## src/rtl/merge_serializer_if.sv

```systemverilog
// Handshake and data bundle for merge_serializer.
// With SORT_CHECK_EN defined the bundle also carries the sort_err flag.
interface merge_serializer_if #(
    parameter int WIDTH = 8,
    parameter int n     = 2
);
    localparam int IW = $clog2(2 * n);

    logic                   in_valid;
    logic                   in_ready;
    logic [2*n*WIDTH-1:0]   c;
    logic                   out_valid;
    logic                   out_ready;
    logic [WIDTH-1:0]       out_data;
    logic [IW-1:0]          out_idx;
    logic                   out_last;
    logic                   busy;
`ifdef SORT_CHECK_EN
    logic                   sort_err;

    modport master (
        output in_valid, c, out_ready,
        input  in_ready, out_valid, out_data, out_idx, out_last, busy, sort_err
    );
    modport slave (
        input  in_valid, c, out_ready,
        output in_ready, out_valid, out_data, out_idx, out_last, busy, sort_err
    );
`else
    modport master (
        output in_valid, c, out_ready,
        input  in_ready, out_valid, out_data, out_idx, out_last, busy
    );
    modport slave (
        input  in_valid, c, out_ready,
        output in_ready, out_valid, out_data, out_idx, out_last, busy
    );
`endif
endinterface

```

## src/rtl/merge_serializer.sv

```systemverilog
// Captures a sorted 2*n-element vector and streams it out one element per transfer.
// Optional SORT_CHECK_EN adds sort_err, flagging an unsorted vector at capture.
module merge_serializer #(
    parameter int WIDTH = 8,
    parameter int n     = 2
) (
    input  logic              clk,
    input  logic              rst,
    merge_serializer_if.slave bus
);
    localparam int NE = 2 * n;
    localparam int IW = $clog2(NE);
    localparam logic [IW-1:0] LAST_IDX = IW'(NE - 1);

    typedef enum logic {IDLE, SEND} state_t;

    state_t         r_state, w_state_n;
    logic [WIDTH-1:0] r_vec [NE];
    logic [IW-1:0]  r_idx, w_idx_n;
    logic           w_valid, w_last, w_in_ready, w_in_xfer, w_out_xfer;

    assign w_valid    = (r_state == SEND);
    assign w_last     = w_valid && (r_idx == LAST_IDX);
    // Ready in SEND only as the last element leaves, so a new vector follows with no bubble.
    assign w_in_ready = !rst && ((r_state == IDLE) || (w_last && bus.out_ready));
    assign w_in_xfer  = bus.in_valid && w_in_ready;
    assign w_out_xfer = w_valid && bus.out_ready;

    always_comb begin
        w_state_n = r_state;
        w_idx_n   = r_idx;
        unique case (r_state)
            IDLE: begin
                if (w_in_xfer) begin
                    w_state_n = SEND;
                    w_idx_n   = '0;
                end
            end
            SEND: begin
                if (w_out_xfer) begin
                    if (w_last) begin
                        w_idx_n = '0;
                        if (!w_in_xfer) w_state_n = IDLE;
                    end else begin
                        w_idx_n = r_idx + 1'b1;
                    end
                end
            end
            default: w_state_n = IDLE;
        endcase
    end

    always_ff @(posedge clk or posedge rst) begin
        if (rst) begin
            r_state <= IDLE;
            r_idx   <= '0;
            for (int unsigned k = 0; k < NE; k++) r_vec[k] <= '0;
        end else begin
            r_state <= w_state_n;
            r_idx   <= w_idx_n;
            if (w_in_xfer) begin
                for (int unsigned k = 0; k < NE; k++) r_vec[k] <= bus.c[k*WIDTH +: WIDTH];
            end
        end
    end

    assign bus.in_ready  = w_in_ready;
    assign bus.out_valid = w_valid;
    assign bus.out_data  = r_vec[r_idx];
    assign bus.out_idx   = r_idx;
    assign bus.out_last  = w_last;
    assign bus.busy      = w_valid;

`ifdef SORT_CHECK_EN
    logic r_sort_err;
    logic w_unsorted;

    always_comb begin
        w_unsorted = 1'b0;
        for (int unsigned k = 0; k + 1 < NE; k++) begin
            if (bus.c[k*WIDTH +: WIDTH] > bus.c[(k+1)*WIDTH +: WIDTH]) w_unsorted = 1'b1;
        end
    end

    always_ff @(posedge clk or posedge rst) begin
        if (rst)            r_sort_err <= 1'b0;
        else if (w_in_xfer) r_sort_err <= w_unsorted;
    end

    assign bus.sort_err = r_sort_err;
`endif
endmodule
```

## src/flat_wrapper.sv

```systemverilog
// flat-port wrapper written by rule: the top's interface ports become plain ports
module merge_serializer_flat 
#(
    parameter int WIDTH = 8,
    parameter int n     = 2
)
  (clk, rst, bus_in_valid, bus_c, bus_out_ready, bus_in_ready, bus_out_valid, bus_out_data, bus_out_idx, bus_out_last, bus_busy);
  merge_serializer_if #(.WIDTH(WIDTH), .n(n)) bus_i ();
  input  logic clk;
  input  logic rst;
  input wire logic [$bits(bus_i.in_valid)-1:0] bus_in_valid;
  input wire logic [$bits(bus_i.c)-1:0] bus_c;
  input wire logic [$bits(bus_i.out_ready)-1:0] bus_out_ready;
  output wire logic [$bits(bus_i.in_ready)-1:0] bus_in_ready;
  output wire logic [$bits(bus_i.out_valid)-1:0] bus_out_valid;
  output wire logic [$bits(bus_i.out_data)-1:0] bus_out_data;
  output wire logic [$bits(bus_i.out_idx)-1:0] bus_out_idx;
  output wire logic [$bits(bus_i.out_last)-1:0] bus_out_last;
  output wire logic [$bits(bus_i.busy)-1:0] bus_busy;
  assign bus_i.in_valid = bus_in_valid;
  assign bus_i.c = bus_c;
  assign bus_i.out_ready = bus_out_ready;
  assign bus_in_ready = bus_i.in_ready;
  assign bus_out_valid = bus_i.out_valid;
  assign bus_out_data = bus_i.out_data;
  assign bus_out_idx = bus_i.out_idx;
  assign bus_out_last = bus_i.out_last;
  assign bus_busy = bus_i.busy;
  merge_serializer #(.WIDTH(WIDTH), .n(n)) u_core (.clk(clk), .rst(rst), .bus(bus_i));
endmodule
```

## config.mk

```make
export PLATFORM = sky130hd
export DESIGN_NAME = merge_serializer_flat
export DESIGN_NICKNAME = d
export VERILOG_FILES = /design/src/rtl/merge_serializer_if.sv /design/src/rtl/merge_serializer.sv /design/src/flat_wrapper.sv
export SDC_FILE = /design/constraint.sdc
export NUM_CORES = 1
export LEC_CHECK = 0
export CELL_PAD_IN_SITES_DETAIL_PLACEMENT = 0
export CELL_PAD_IN_SITES_GLOBAL_PLACEMENT = 2
export CORE_UTILIZATION = 30
export DETAILED_ROUTE_END_ITERATION = 10
export HOLD_SLACK_MARGIN = 0.15
export MAX_ROUTING_LAYER = met4
export PLACE_DENSITY = 0.85
export SLEW_MARGIN = 20
export SYNTH_ARGS = -nofsm -noshare
export SYNTH_HDL_FRONTEND = slang
export SYNTH_SLANG_ARGS = --single-unit
```

## constraint.sdc

```tcl
create_clock -name clk -period 1.6 [get_ports clk]
set_input_delay 0.32 -clock clk [delete_from_list [all_inputs] [get_ports clk]]
set_output_delay 0.32 -clock clk [all_outputs]
set_load 0.01 [all_outputs]
```

After elaboration in Yosys (flattened, before gate mapping)
Index checks and enable logic that the tools add are counted.
- reduce and logical (&&, ||, !) cells: 8
- bitwise operators: 2
- $lt $le $gt $ge: 1
- shift-type cells: 0
- multiply operators: 0
- divide/modulo/power cells: 0
- muxes and demuxes: 11
- equality and inequality tests: 3
- add/subtract/negate cells: 1
- operators with widths (cell ; count):
    8-bit binary-select mux with 2-bit select ; 1
    8-bit two-way mux ; 2
    2-bit two-way mux ; 3
    1-bit logical AND ; 5
    2-bit one-hot mux with 2 select lines ; 1
    3-bit >= comparator (second input constant) ; 1
    1-bit two-way mux ; 3
    2-bit NOT with 3-bit output ; 1
    2-bit by 1-bit adder with 2-bit output (second input constant) ; 1
    2-bit equality test (second input constant) ; 1
    2-bit by 1-bit inequality test with 1-bit output (second input constant) ; 1
    2-bit inequality test (second input constant) ; 1
    1-bit one-hot mux with 2 select lines ; 1
    2-bit AND reduction ; 1
    1-bit logical NOT ; 1
    1-bit logical OR ; 1
    1-bit NOT ; 1
- register bits: 35
- memory bits (writable): 0
- latch bits: 0
- ROM bits: 0
- memories kept: 0
- bits of input ports: 36
- logic and storage cells: 32

Longest topological paths before layout
- word-level depth: 10
- mapped depth: 5

Worst setup path before layout
No wires, ideal clock.
- kind: flip-flop to output port
- start: register u_core.r_idx[1] (netlist: u_core.bus.out_idx[1])
- end: output port bus_out_data[0]
- setup slack: 0.066 ns
- buffers on the path: 1
- stages on the path, launching flop included: 3
- data arrival time: 1.214 ns
- required time: 1.280 ns
- cells stage by stage: dfrtp_1 > buf_2 > mux4_2
- longest elaborated chain between the ends: 4
- ends and longest elaborated chain (element ; line ; source):
    start: declaration ; merge_serializer.sv:19 ; logic [IW-1:0] r_idx, w_idx_n;
    start signal: assignment ; merge_serializer.sv:60 ; r_idx <= w_idx_n;
    2-bit NOT with 3-bit output (implied by the code) ; merge_serializer.sv:69 ; assign bus.out_data = r_vec[r_idx];
    8-bit binary-select mux with 2-bit select ; merge_serializer.sv:69 ;
    8-bit two-way mux (implied by the code) (2 in series) ; merge_serializer.sv:69 ;
    end: declaration ; flat_wrapper.sv:16 ; output wire logic [$bits(bus_i.out_data)-1:0] bus_out_data;
No other way between the ends. The select of a mux whose other input is x is not followed.

Final worst setup path
- start: register u_core.r_idx[1] (netlist: u_core.bus.out_idx[1])
- end: output port bus_out_data[1]
The elaborated chain is that of the path after synthesis.

==> out/metrics.cfg <==
[run_status]
status=finished with violations
violations=negative setup slack

[clocking]
clk_pin_slew_worst_paths_ns=0.07
insertion_delay_ns=0.28
cts_buffers=5
root_buffer=clkbuf_8
tritoncts=built
clk_path_buf_depth=2
htreeDepth=2
cts_sinks=35

[placement]
placed_area_um2=2350
portBuffers=49
dp_hpwl_mm=2.58
gp_congestion=0.714

[pwr]
switching_power_mw=1.40
p_sw_share_pct=29.6
ir_worst_vdd_uv=673
pwr_density_cell_nw_per_um2=1830
p_clk_share_pct=12.8
p_leak_nw=1.14
p_seq_share_pct=34.2
p_comb_share_pct=53.0
internal_power_mw=3.33

[finish]
fin_nets=207
area_growth_pct=53.4
design_area_um2=2580
drive_above_1_share_pct=52.6
n_antenna_cell=0
fillers=484

[synth]
synth.net_count=132
yosys.area_share.adder_pct=0.742
avgSynthCellArea_um2=17.7
synth-warning-count=0
synthTopCellsByArea=dfrtp_1 (52%), mux2_4 (27%), mux4_2 (11%)
synthSimpleGateAreaFrac_pct=2.23
ys_types=18
muxShareOfSynthArea_pct=38.8
synth-seq-area-share_pct=52.0
ys_ff_latch=35
async_reset_ff_share_pct=100
synth_edf_count=0
synth_flop_cell=dfrtp_1
synth_top_cell_by_area=dfrtp_1
netlist.area_leader.share_pct=52.0
synth_compound_area_share_pct=3.04
synth-xor-area-share_pct=0
synth_top_family_by_area=multiplexers
netlist_area_um2=1690
synthCells=95

[worst_setup_path]
cp-start-kind=flip-flop
reg2reg_slack_ns=-0.17
path_cells=buf_6, mux4_2, buf_2
crit_type=flip-flop to output pin
crit_fanout=5
reg2reg_from=u_core.bus.out_idx[1]$_DFFE_PP0P_
slowest_stage=mux4_2
cp_slowest_stage_delay_ns=0.50
cp-endpoint=bus_out_data[1]
crit_start=u_core.bus.out_idx[1]$_DFFE_PP0P_
reg2reg_to=u_core.r_vec[25]$_DFFE_PP0P_
arrival_ns=1.49
critPathCaptureType=output pin
reg2reg_depth=8
required_ns=1.28

[routing]
drc=0
wl_mm=3.91
via_per_inst=4.42
routedWlPerCell_um=16.2
antenna_left=0
vias=1065
drt_pass1_iterations=4
drt_iter0_drc=35

[grt]
grt_max_degree=36
grt_overflow_total=0
grt_pass1_vias=1289
antenna_found_initial=0
track_usage_pct=14.4
grt_pass1_wl_mm=6.26

[flow_run]
max-cap-violations=0

[sta]
relSlewSlack_pct=70.7
min_period_over_period_pct=113
tightestPinTransition_ns=0.439
grt_setup_unrepaired=yes
fmax_mhz=553
finalSetupTns_ns=-4.95
holdWs_ns=0.511
layout_setup_ws_ns=-0.210
finClkSkew_ns=0.00555
setup_viol=42
hold_viol_final=0
drv_slew=0
post-route-min-period_ns=1.81

[floorplanning]
io_pins=50
initial_core_util_pct=32.0
die_h_um=77.0
coreArea_um2=5270
die_w_um=77.0
dieArea_um2=5920
row_count=26

[hold_path]
hold_class=flip-flop to flip-flop

## worst min path at each step
stage | startpoint | depth (start not counted) | to
global placement | u_core.r_vec[0]$_DFFE_PP0P_ | 1 | u_core.r_vec[0]$_DFFE_PP0P_
global route | u_core.r_vec[23]$_DFFE_PP0P_ | 1 | u_core.r_vec[23]$_DFFE_PP0P_
floorplan | bus_in_valid | 1 | u_core.bus.busy$_DFF_PP0_
CTS | u_core.r_vec[2]$_DFFE_PP0P_ | 1 | u_core.r_vec[2]$_DFFE_PP0P_
finish | u_core.r_vec[8]$_DFFE_PP0P_ | 1 | u_core.r_vec[8]$_DFFE_PP0P_
detailed placement | u_core.r_vec[11]$_DFFE_PP0P_ | 1 | u_core.r_vec[11]$_DFFE_PP0P_
## cells in the final DEF, fill, tap and decap left out
| cell type | count |
|---|---|
| clkbuf_16 | 1 |
| and2_4 | 1 |
| a21boi_4 | 1 |
| buf_4 | 13 |
| clkdlybuf4s50_1 | 35 |
| dfrtp_2 | 2 |
| a21o_1 | 1 |
| ha_4 | 1 |
| buf_2 | 4 |
| buf_6 | 14 |
| o211ai_1 | 2 |
| buf_12 | 3 |
| dlygate4sd2_1 | 3 |
| dfrtp_1 | 33 |
| mux2_4 | 32 |
| nand2b_1 | 2 |
| o21ai_0 | 2 |
| mux4_2 | 8 |
| nor2_4 | 2 |
| clkdlybuf4s15_1 | 1 |
| nand2_1 | 1 |
| clkinv_2 | 3 |
| clkbuf_8 | 5 |
| inv_1 | 1 |
## state kept, by name, indices dropped and copies added, names as in the netlist
register,flops
u_core.bus.busy,1
u_core.bus.out_idx,2
u_core.r_vec,32
## synthesized netlist by cell type, types with 2 or more instances
master    count
buf_2         2
buf_6         3
dfrtp_1      35
mux2_2        2
mux2_4       30
mux4_2        8
nand2b_1      2
o211ai_1      2
o21ai_0       2
## per-layer routing
metal	share of wire (%)	global-route usage, %	vias up
li1	-	-	495
met1	45	17.0	528
met2	50	23.7	38
met3	4.3	3.69	4
met4	0.66	5.19	0
met5	0	-	-
## critical path, delay by kind of cell (launching register included)
kind | cells | cell delay (ns)
multiplexers | 1 | 0.50
buffers and inverters | 2 | 0.30
flip-flops | 1 | 0.41
## layout make-up
type                            instances  area, um2  share of cell area, %
Clock buffer                            5       68.8                   2.66
Timing Repair Buffer                   74        747                   28.9
Tap cell                               70       87.6                   3.39
Multi-Input combinational cell         53        785                   30.3
Clock inverter                          3       15.0                  0.581
Sequential cell                        35        878                   34.0
Inverter                                1       3.75                  0.145
## power groups by stage
stage | registers [mW] | clock network (mW) | logic, mW
6_report | 1.62 | 0.605 | 2.50
5_1_grt | 1.67 | 0.671 | 2.66
4_1_cts | 1.61 | 0.625 | 2.52
3_5_place_dp | 1.60 | 0 | 2.35
3_3_place_gp | 1.56 | 0 | 2.31
2_1_floorplan | 1.52 | 0 | 1.40
## repair_timing
item / 4_1_cts / 5_1_grt
gates cloned: 2 / 1
pin swaps: 2 / 1
hold buffers: 0 / 0
setup endpoints to repair: 46 / 43
setup buffers: 7 / 1
gates resized for setup: 69 / 7
## cells by family after synthesis
kind of cell,after synthesis
AND/OR/NAND/NOR,6
AO/OA/AOI/OAI,6
adder cells (fa/ha/maj),1
flip-flops,35
multiplexers,40
buffers and inverters,7
## per-stage QoR
stage	util (%)	cells	setup WS (ns)	power (mW)
after global routing	49.1	241	-0.257	4.99
final	49.1	241	-0.210	4.72
after detailed placement	44.6	225	-0.297	3.95
after CTS	49.0	242	-0.298	4.75
after global placement	44.6	225	-0.270	3.87
after floorplan	-	95	0.0657	2.92
(Power assumes the default switching activity.)
==> edit, RTL diff (config.mk and constraints unchanged) <==
`n` is set to 2 in 3 places; all go to 4. Comments in the files are not updated.
--- a/src/rtl/merge_serializer_if.sv
+++ b/src/rtl/merge_serializer_if.sv
@@ -2,7 +2,7 @@
 // With SORT_CHECK_EN defined the bundle also carries the sort_err flag.
 interface merge_serializer_if #(
     parameter int WIDTH = 8,
-    parameter int n     = 2
+    parameter int n     = 4
 );
     localparam int IW = $clog2(2 * n);
 
--- a/src/rtl/merge_serializer.sv
+++ b/src/rtl/merge_serializer.sv
@@ -2,7 +2,7 @@
 // Optional SORT_CHECK_EN adds sort_err, flagging an unsorted vector at capture.
 module merge_serializer #(
     parameter int WIDTH = 8,
-    parameter int n     = 2
+    parameter int n     = 4
 ) (
     input  logic              clk,
     input  logic              rst,
--- a/src/flat_wrapper.sv
+++ b/src/flat_wrapper.sv
@@ -2,7 +2,7 @@
 module merge_serializer_flat 
 #(
     parameter int WIDTH = 8,
-    parameter int n     = 2
+    parameter int n     = 4
 )
   (clk, rst, bus_in_valid, bus_c, bus_out_ready, bus_in_ready, bus_out_valid, bus_out_data, bus_out_idx, bus_out_last, bus_busy);
   merge_serializer_if #(.WIDTH(WIDTH), .n(n)) bus_i ();
Interface: changed (resized bus_c and bus_out_idx); port bits go from 50 to 83. The function was not compared with the original's and may differ.
==> edit against the original RTL <==
  * The flow still finishes with violations (setup timing)
  * Design area rose by 100%
  * Worst setup slack got worse by 0.35 ns
  * Fmax fell by 16%
  * Routed wire length rose by 120%
  * Synthesized area rose by 87%
  * Sequential power rose by 90%
  * Core utilization rose by 1.4 points
  * Total power rose by 92%
  * Sequential cell count rose by 33
  * Critical endpoint is now bus_out_data[5]
  * Largest power group unchanged
==> edit: results <==
set metrics [dict create \
    outcome "finished, violations left" \
    violations "setup timing" \
    clock_area_share_pct 3.27 \
    finish.utilization_pct 50.4 \
    yosys-top-cells-area "dfrtp_1, mux2_2, mux4_1" \
    cts_buffers 9 \
    hold_slack_ns 0.508 \
    clk_latency_ns 0.34 \
    grt_max_degree 69 \
    synth_nets 253 \
    setup_viol 75 \
    synth_compound_area_share_pct 1.39 \
    met2_length_mm 3.83 \
    signal_buffers 133 \
    viasPerCell 4.67 \
    synthMuxAreaShare_pct 39.5 \
    grt.total_usage_pct 15.2 \
    wl_met1_mm 4.15 \
    clockBufferCount 13 \
    reg2reg_depth 10 \
    num-multi-input-gates 102 \
    worst-r2r-setup-slack_ns -0.46 \
    placedCellCount 417 \
    seq_cell_count 68 \
    yosysSeqAreaShare_pct 54.1 \
    final-seq-area_um2 1700 \
    netlist_top_cells_count "mux2_2, dfrtp_1, mux4_1, buf_4" \
    htreeDepth 3 \
    timing.rr.end "u_core.r_vec[28]" \
    grt_pass1_wl_mm 12.0 \
    drt_iter0_drc 59 \
    synth-adder-area-share_pct 0.796 \
    ir_worst_vdd_mv 0.512 \
    fin_skew_ns 0.00941 \
    final_cells 455 \
    syn_inst 183 \
    nonClkBufAreaFrac_pct 29.4 \
    portBuffers 82 \
    place_congestion 0.699 \
    hold_end "u_core.r_vec[2]" \
    wl_per_cell_um 18.8 \
    placed_area_um2 4320 \
    place_ws_ns -0.589 \
    p_sw_mw 2.54 \
    crit_end "bus_out_data[5]" \
    setup_ws_ns -0.562 \
    multi_input_area_share_pct 30.9 \
    wl_met3_um 479 \
    largest_reg_flops 64 \
    worst_slew_pin_slew_ns 0.381 \
]
## edit: logic make-up after synthesis
| group | Yosys count |
|---|---|
| compound gates | 5 |
| fa+ha+maj | 2 |
| flops | 68 |
| simple gates | 6 |
| buf+inv | 13 |
| mux | 89 |
## edit: power by group through the flow
stage | combinational [mW] | clock [mW] | sequential (mW)
5_1_grt | 5.05 | 1.34 | 3.14
2_1_floorplan | 2.28 | 0 | 2.85
3_3_place_gp | 3.56 | 0 | 2.97
3_5_place_dp | 3.64 | 0 | 2.99
4_1_cts | 4.23 | 1.27 | 3.01
6_report | 4.75 | 1.24 | 3.07
## edit: routing by layer
layer	up-vias	GRT usage [%]
met2	60	21.1
met1	1113	20.8
met3	5	4.89
met4	0	4.90
met5	-	-
li1	948	-
## edit: what timing repair did
item                       4_1_cts  5_1_grt
pin swaps                        1        7
resized for setup               93       72
setup buffers                   13        1
setup endpoints to repair       79       79
cloned                           6        6
